===== config.mk =====
export PLATFORM = sky130hd
export DESIGN_NAME = eth_tx_scheduler
export DESIGN_NICKNAME = d
export VERILOG_FILES = /design/src/rtl/eth_tx_scheduler.sv
export SDC_FILE = /design/constraint.sdc
export NUM_CORES = 1
export LEC_CHECK = 0
export ABC_AREA = 1
export CAP_MARGIN = 20
export CORE_MARGIN = 8
export CORE_UTILIZATION = 23
export CTS_BUF_LIST = sky130_fd_sc_hd__clkbuf_4 sky130_fd_sc_hd__clkbuf_8
export CTS_CLUSTER_DIAMETER = 120
export DETAILED_ROUTE_END_ITERATION = 10
export SYNTH_ARGS = -nofsm -noshare
export SYNTH_HDL_FRONTEND = slang
export SYNTH_SLANG_ARGS = --single-unit

===== constraint.sdc =====
create_clock -name clk_i -period 5.4 [get_ports clk_i]
set_input_delay 0.54 -clock clk_i [delete_from_list [all_inputs] [get_ports clk_i]]
set_output_delay 0.54 -clock clk_i [all_outputs]
set_load 0.02 [all_outputs]

===== src/rtl/eth_tx_scheduler.sv =====
// eth_tx_scheduler
//   Shares the byte-wide TX FIFO of ethernet_with_fifos between NREQ packet
//   sources. Whole packets are arbitrated round-robin. For each packet the
//   block writes a 16-bit big-endian length header and then the payload. It
//   recovers cleanly when the FIFO signals tx_reset.
//
// Parameters
//   NREQ     number of requesters (1..4)
//   MAX_LEN  largest legal payload length in bytes
//
// Ports
//   clk_i, rst_i    clock, asynchronous active-high reset
//   req_i           per-requester packet pending (held until done/err/abort)
//   req_len_i       per-requester payload length, slice n = [16n+15:16n]
//   data_valid_i    per-requester payload byte valid
//   data_i          per-requester payload byte, slice n = [8n+7:8n]
//   data_ready_o    per-requester byte accepted this cycle
//   grant_o         one-hot current owner, 0 when idle
//   done_o          1-cycle pulse: packet fully written
//   err_o           1-cycle pulse: illegal length, nothing written
//   abort_o         1-cycle pulse: packet lost to FIFO tx_reset
//   tx_data_o       byte to the FIFO
//   tx_wr_en_o      FIFO write strobe
//   tx_full_i       FIFO full
//   tx_reset_i      FIFO reset in progress
//
// Optional build macro ETH_TX_SCHED_STATS_EN adds the following outputs:
//   stat_pkts_o     [31:0] count of completed packets (all requesters)
//   stat_aborts_o   [15:0] count of aborted packets
module eth_tx_scheduler #(
  parameter int NREQ    = 2,
  parameter int MAX_LEN = 1518
) (
  input  logic                clk_i,
  input  logic                rst_i,
  input  logic [NREQ-1:0]     req_i,
  input  logic [16*NREQ-1:0]  req_len_i,
  input  logic [NREQ-1:0]     data_valid_i,
  input  logic [8*NREQ-1:0]   data_i,
  output logic [NREQ-1:0]     data_ready_o,
  output logic [NREQ-1:0]     grant_o,
  output logic [NREQ-1:0]     done_o,
  output logic [NREQ-1:0]     err_o,
  output logic [NREQ-1:0]     abort_o,
  output logic [7:0]          tx_data_o,
  output logic                tx_wr_en_o,
  input  logic                tx_full_i,
  input  logic                tx_reset_i
`ifdef ETH_TX_SCHED_STATS_EN
  ,
  output logic [31:0]         stat_pkts_o,
  output logic [15:0]         stat_aborts_o
`endif
);

  localparam int IW = (NREQ > 1) ? $clog2(NREQ) : 1;

  typedef enum logic [2:0] {
    S_IDLE, S_CHECK, S_HDR_HI, S_HDR_LO, S_DATA, S_WAIT_RST
  } state_t;

  state_t          state_q;
  logic [IW-1:0]   rr_q;
  logic [IW-1:0]   gidx_q;
  logic [15:0]     len_q;
  logic [15:0]     cnt_q;

  logic [IW-1:0]   pick_idx;
  logic            pick_vld;
  logic [NREQ-1:0] pick_onehot;
  logic [IW-1:0]   next_rr;
  logic            fifo_ok;
  logic [7:0]      gdata;
  logic            gvalid;
  int              cand;

  function automatic logic len_bad(input logic [15:0] len);
    return (len == 16'd0) || (len > 16'(MAX_LEN));
  endfunction

  // Round-robin pick: scan from rr_q upward with wrap. The scan runs from
  // the farthest candidate down so that the nearest requester wins.
  always_comb begin
    pick_vld = 1'b0;
    pick_idx = '0;
    cand     = 0;
    for (int k = NREQ - 1; k >= 0; k--) begin
      cand = int'(rr_q) + k;
      if (cand >= NREQ) cand = cand - NREQ;
      if (req_i[cand]) begin
        pick_vld = 1'b1;
        pick_idx = IW'(cand);
      end
    end
    for (int k = 0; k < NREQ; k++) pick_onehot[k] = (pick_idx == IW'(k));
  end

  assign next_rr = (int'(gidx_q) == NREQ - 1) ? '0 : gidx_q + 1'b1;
  assign fifo_ok = !tx_full_i && !tx_reset_i;
  assign gdata   = data_i[gidx_q*8 +: 8];
  assign gvalid  = data_valid_i[gidx_q];

  // FIFO-side write path is combinational so a full/reset blocks the write in
  // the very cycle it appears, which allows back-to-back bytes without bubbles.
  always_comb begin
    tx_wr_en_o   = 1'b0;
    tx_data_o    = 8'h00;
    data_ready_o = '0;
    case (state_q)
      S_HDR_HI: begin
        tx_data_o  = len_q[15:8];
        tx_wr_en_o = fifo_ok;
      end
      S_HDR_LO: begin
        tx_data_o  = len_q[7:0];
        tx_wr_en_o = fifo_ok;
      end
      S_DATA: begin
        tx_data_o            = gdata;
        data_ready_o[gidx_q] = fifo_ok;
        tx_wr_en_o           = fifo_ok && gvalid;
      end
      default: ;
    endcase
  end

  // Control FSM and registered status pulses
  always_ff @(posedge clk_i or posedge rst_i) begin
    if (rst_i) begin
      state_q <= S_IDLE;
      rr_q    <= '0;
      gidx_q  <= '0;
      grant_o <= '0;
      done_o  <= '0;
      err_o   <= '0;
      abort_o <= '0;
    end else begin
      done_o  <= '0;
      err_o   <= '0;
      abort_o <= '0;
      case (state_q)
        S_IDLE: begin
          if (tx_reset_i) begin
            state_q <= S_WAIT_RST;
          end else if (pick_vld) begin
            gidx_q  <= pick_idx;
            grant_o <= pick_onehot;
            state_q <= S_CHECK;
          end
        end
        S_CHECK: begin
          if (tx_reset_i) begin
            abort_o[gidx_q] <= 1'b1;
            grant_o         <= '0;
            rr_q            <= next_rr;
            state_q         <= S_WAIT_RST;
          end else if (len_bad(len_q)) begin
            err_o[gidx_q] <= 1'b1;
            grant_o       <= '0;
            rr_q          <= next_rr;
            state_q       <= S_IDLE;
          end else begin
            state_q <= S_HDR_HI;
          end
        end
        S_HDR_HI, S_HDR_LO, S_DATA: begin
          if (tx_reset_i) begin
            abort_o[gidx_q] <= 1'b1;
            grant_o         <= '0;
            rr_q            <= next_rr;
            state_q         <= S_WAIT_RST;
          end else if (state_q == S_HDR_HI) begin
            if (!tx_full_i) state_q <= S_HDR_LO;
          end else if (state_q == S_HDR_LO) begin
            if (!tx_full_i) state_q <= S_DATA;
          end else if (tx_wr_en_o && cnt_q == 16'd1) begin
            done_o[gidx_q] <= 1'b1;
            grant_o        <= '0;
            rr_q           <= next_rr;
            state_q        <= S_IDLE;
          end
        end
        S_WAIT_RST: begin
          if (!tx_reset_i && !tx_full_i) state_q <= S_IDLE;
        end
        default: state_q <= S_IDLE;
      endcase
    end
  end

  // Length capture and payload down-counter; always loaded before use
  always_ff @(posedge clk_i) begin
    if (state_q == S_IDLE && !tx_reset_i && pick_vld)
      len_q <= req_len_i[pick_idx*16 +: 16];
    if (state_q == S_CHECK)
      cnt_q <= len_q;
    else if (state_q == S_DATA && tx_wr_en_o)
      cnt_q <= cnt_q - 16'd1;
  end

`ifdef ETH_TX_SCHED_STATS_EN
  // Counters follow the registered pulses, so they move one cycle after them
  always_ff @(posedge clk_i or posedge rst_i) begin
    if (rst_i) begin
      stat_pkts_o   <= '0;
      stat_aborts_o <= '0;
    end else begin
      if (|done_o)  stat_pkts_o   <= stat_pkts_o + 32'd1;
      if (|abort_o) stat_aborts_o <= stat_aborts_o + 16'd1;
    end
  end
`else
`endif

endmodule


==> impl_metrics.py <==
metrics = {
    "synth": {
        "ys_seq_area_share_pct": 47.13,
        "synth_area_leader_cell": "edfxtp_1",
        "synth.top_cells.by_area": "edfxtp_1, dfrtp_1, nand2_1, mux2_2, nor2_1",
        "synth_warnings": 0,
        "synthCells": 318,
        "avgSynthCellArea_um2": 8.581,
        "yosysUniqueCellTypes": 35,
        "synth.ff_latch_count": 45,
        "syn_area_um2": 2729,
        "synth_fp_nets": 376,
        "synth_top_area_share_pct": 35.21,
    },
    "floorplanning": {
        "rows": 39,
        "core_um2": 11520,
        "die_area_um2": 15610,
        "die_w_um": 124.9,
        "start_util_pct": 23.70,
        "die_h_um": 124.9,
        "io_pins": 75,
    },
    "finish": {
        "nNetsFinal": 449,
        "instances_no_fill": 535,
        "areaGrowthSynthToFinish_pct": 37.41,
        "layout_common_cells": "nand2_1, clkdlybuf4s50_1, nor2_1, edfxtp_1, inv_1",
        "antenna-diode-count": 0,
        "layout_commonest_cell": "nand2_1",
        "drive_gt1_share_pct": 12.24,
    },
    "clocking": {
        "post_cts_buffers": 0,
        "clock-sinks": 45,
        "clk_pin_slew_ns": 0.08,
        "clock-root-buffer": "clkbuf_8",
        "cts-buffers-inserted": 5,
        "ctsHoldBuffers": 0,
        "clock_path_buffers": 2,
        "cts_tree": "built",
        "worstSkewPairLatency_ns": 0.31,
        "h-tree-depth": 2,
        "cts_resized": 0,
    },
    "sta": {
        "tns_ns": 0,
        "setup_viol": 0,
        "timing.slew.headroom_pct": 51.25,
        "tightest_slew_ns": 0.7295,
        "finalClockSkew_ns": 0.01319,
        "period_share_pct": 58.27,
        "finalHoldViolations": 0,
        "rsz0062_at_grt": "no",
        "fmax_mhz": 317.8,
        "min_period_ns": 3.146,
        "slew_viol_final": 0,
    },
    "placement": {
        "hpwl_mm": 6.266,
        "io_buffers": 74,
        "dp.cells": 527,
        "gp_congestion": 0.8214,
    },
    "hold_path": {
        "worst_hold_path.endpoint": "grant_o[1]",
        "hold_class": "register to register",
        "min_from": "grant_o[1]",
        "holdPathStages": 2,
    },
    "detailed_routing": {
        "vias_per_cell": 4.559,
        "dr.pass1.iters": 4,
        "drtIter0Drc": 259,
        "drc": 0,
        "wirelength_mm": 7.818,
        "ant_nets": 0,
        "routed-via-count": 2439,
        "wire_per_inst_um": 14.61,
    },
    "critical_path": {
        "end_kind": "output port",
        "crit_family": "simple AND/OR/NAND/NOR gates",
        "crit_top_cell": "nor2_1",
        "arrival_ns": 2.61,
        "path_class": "register to output port",
        "r2r-end": "cnt_q[1]",
        "cp_max_fo": 8,
        "crit_buf_inv": 2,
        "crit_chain": "nor2_1 -> inv_1 -> nor2_1 -> nand2_1 -> o311ai_0 -> clkdlybuf4s50_1",
        "rrSetupSlack_ns": 3.22,
        "cpMaxStageDelayCell": "clkdlybuf4s50_1",
        "startpoint_type": "register",
        "r2r-start": "gidx_q",
        "reg2regPathDepth": 5,
        "slowest_delay_ns": 0.72,
        "cp.required_ns": 4.86,
    },
    "global_route": {
        "grt_max_degree": 23,
        "antenna_found_initial": 0,
        "grt_pass1_vias": 2516,
        "grt_overflow": 0,
        "grt_usage_pct": 10.13,
        "grt_pass1_wl_mm": 12.86,
    },
    "power": {
        "peakVddDrop_v": 0.0001826,
        "leakage_nw": 1.480,
        "cellPowerDensity_nw_per_um2": 440.3,
    },
    "flow_run": {
        "max_cap_viol_count": 0,
    },
    "run_status": {
        "status": "completed",
    },
}
## worst register-to-register path, stage by stage, from the launching register on
cell	delay, ns
dfrtp_1	0.60
inv_2	0.34
nand2_1	0.09
nand2_1	0.12
nand3_2	0.11
nand2_1	0.56
## worst max path at each step
stage          startpoint         endpoint  slack (ns)  depth (start not counted)
2_1_floorplan    req_i[0]           gidx_q        2.93                          6
3_3_place_gp   tx_reset_i  data_ready_o[1]        2.54                          5
3_5_place_dp   tx_reset_i  data_ready_o[0]        2.51                          5
4_1_cts        state_q[2]     tx_data_o[5]        2.23                          6
5_1_grt        state_q[2]     tx_data_o[5]        2.10                          6
6_report       state_q[2]     tx_data_o[5]        2.25                          6
## power by group
group	leakage (nW)	total, mW	switching (mW)	internal [mW]
Clock	0.0681	0.303	0.119	0.184
Sequential	0.470	0.648	0.109	0.539
Combinational	0.942	0.701	0.427	0.274
## Yosys cell counts, drive strengths merged
cell	number
ha	2
nand2	84
xnor2	4
inv	33
and3	1
clkbuf	2
nor3	5
dfrtp	13
nand3	14
a221o	1
buf	7
xor2	6
nor2	49
o311ai	7
edfxtp	32
mux2	16
a21oi	8
o21bai	1
o21ai	18
nand4	3
nand3b	2
nor4	4
o22ai	1
or2	1
a31oi	4
## registers in the layout, summed over array words and instances, names as in the netlist
signal and count:
rr_q 1, cnt_q 16, len_q 16, grant_o 2, err_o 2, done_o 2, abort_o 2, gidx_q 1
state_q 3
## final cells by class
type | instances | area [um^2]
clock inverters | 3 | 65.06
repair buffers | 75 | 748.2
well taps | 143 | 178.9
flip-flops and latches | 45 | 1286
inverters | 33 | 123.9
multi-input cells | 231 | 1279
clock buffers | 5 | 68.82
fillers | 1229 | 7766
## kinds of logic (layout without fill, tap and decap cells)
logic type	after synthesis	count (layout)	share of synthesized area, %
AND/OR/NAND/NOR	163	163	27.01
flip-flops	45	45	47.13
buffers and inverters	42	116	6.190
AO/OA/AOI/OAI	40	40	8.941
multiplexers	16	16	6.602
XOR/XNOR	10	10	3.209
adder cells (fa/ha/maj)	2	2	0.9169
## stage by stage
step	util, %	hold WS (ns)	power, mW	area [um^2]	setup WS [ns]
finish	32.56	0.5013	1.651	3750	2.254
global route	32.56	0.5525	1.768	3750	2.100
CTS	32.56	0.5092	1.663	3750	2.232
detailed placement	31.40	0.4815	1.355	3616	2.508
global placement	31.40	0.4702	1.339	3616	2.537
floorplan	-	0.4170	1.114	2729	2.933
## routing by layer
metal / vias to the layer above / GRT usage (%) / share of wire, %
met3: 16 / 3.168 / 8.4
met4: 0 / 4.155 / 2.3
met5: - / 0 / 0
met2: 99 / 17.04 / 46
li1: 1212 / - / -
met1: 1112 / 11.72 / 43
Note: power is estimated with default switching activity, not from simulation.
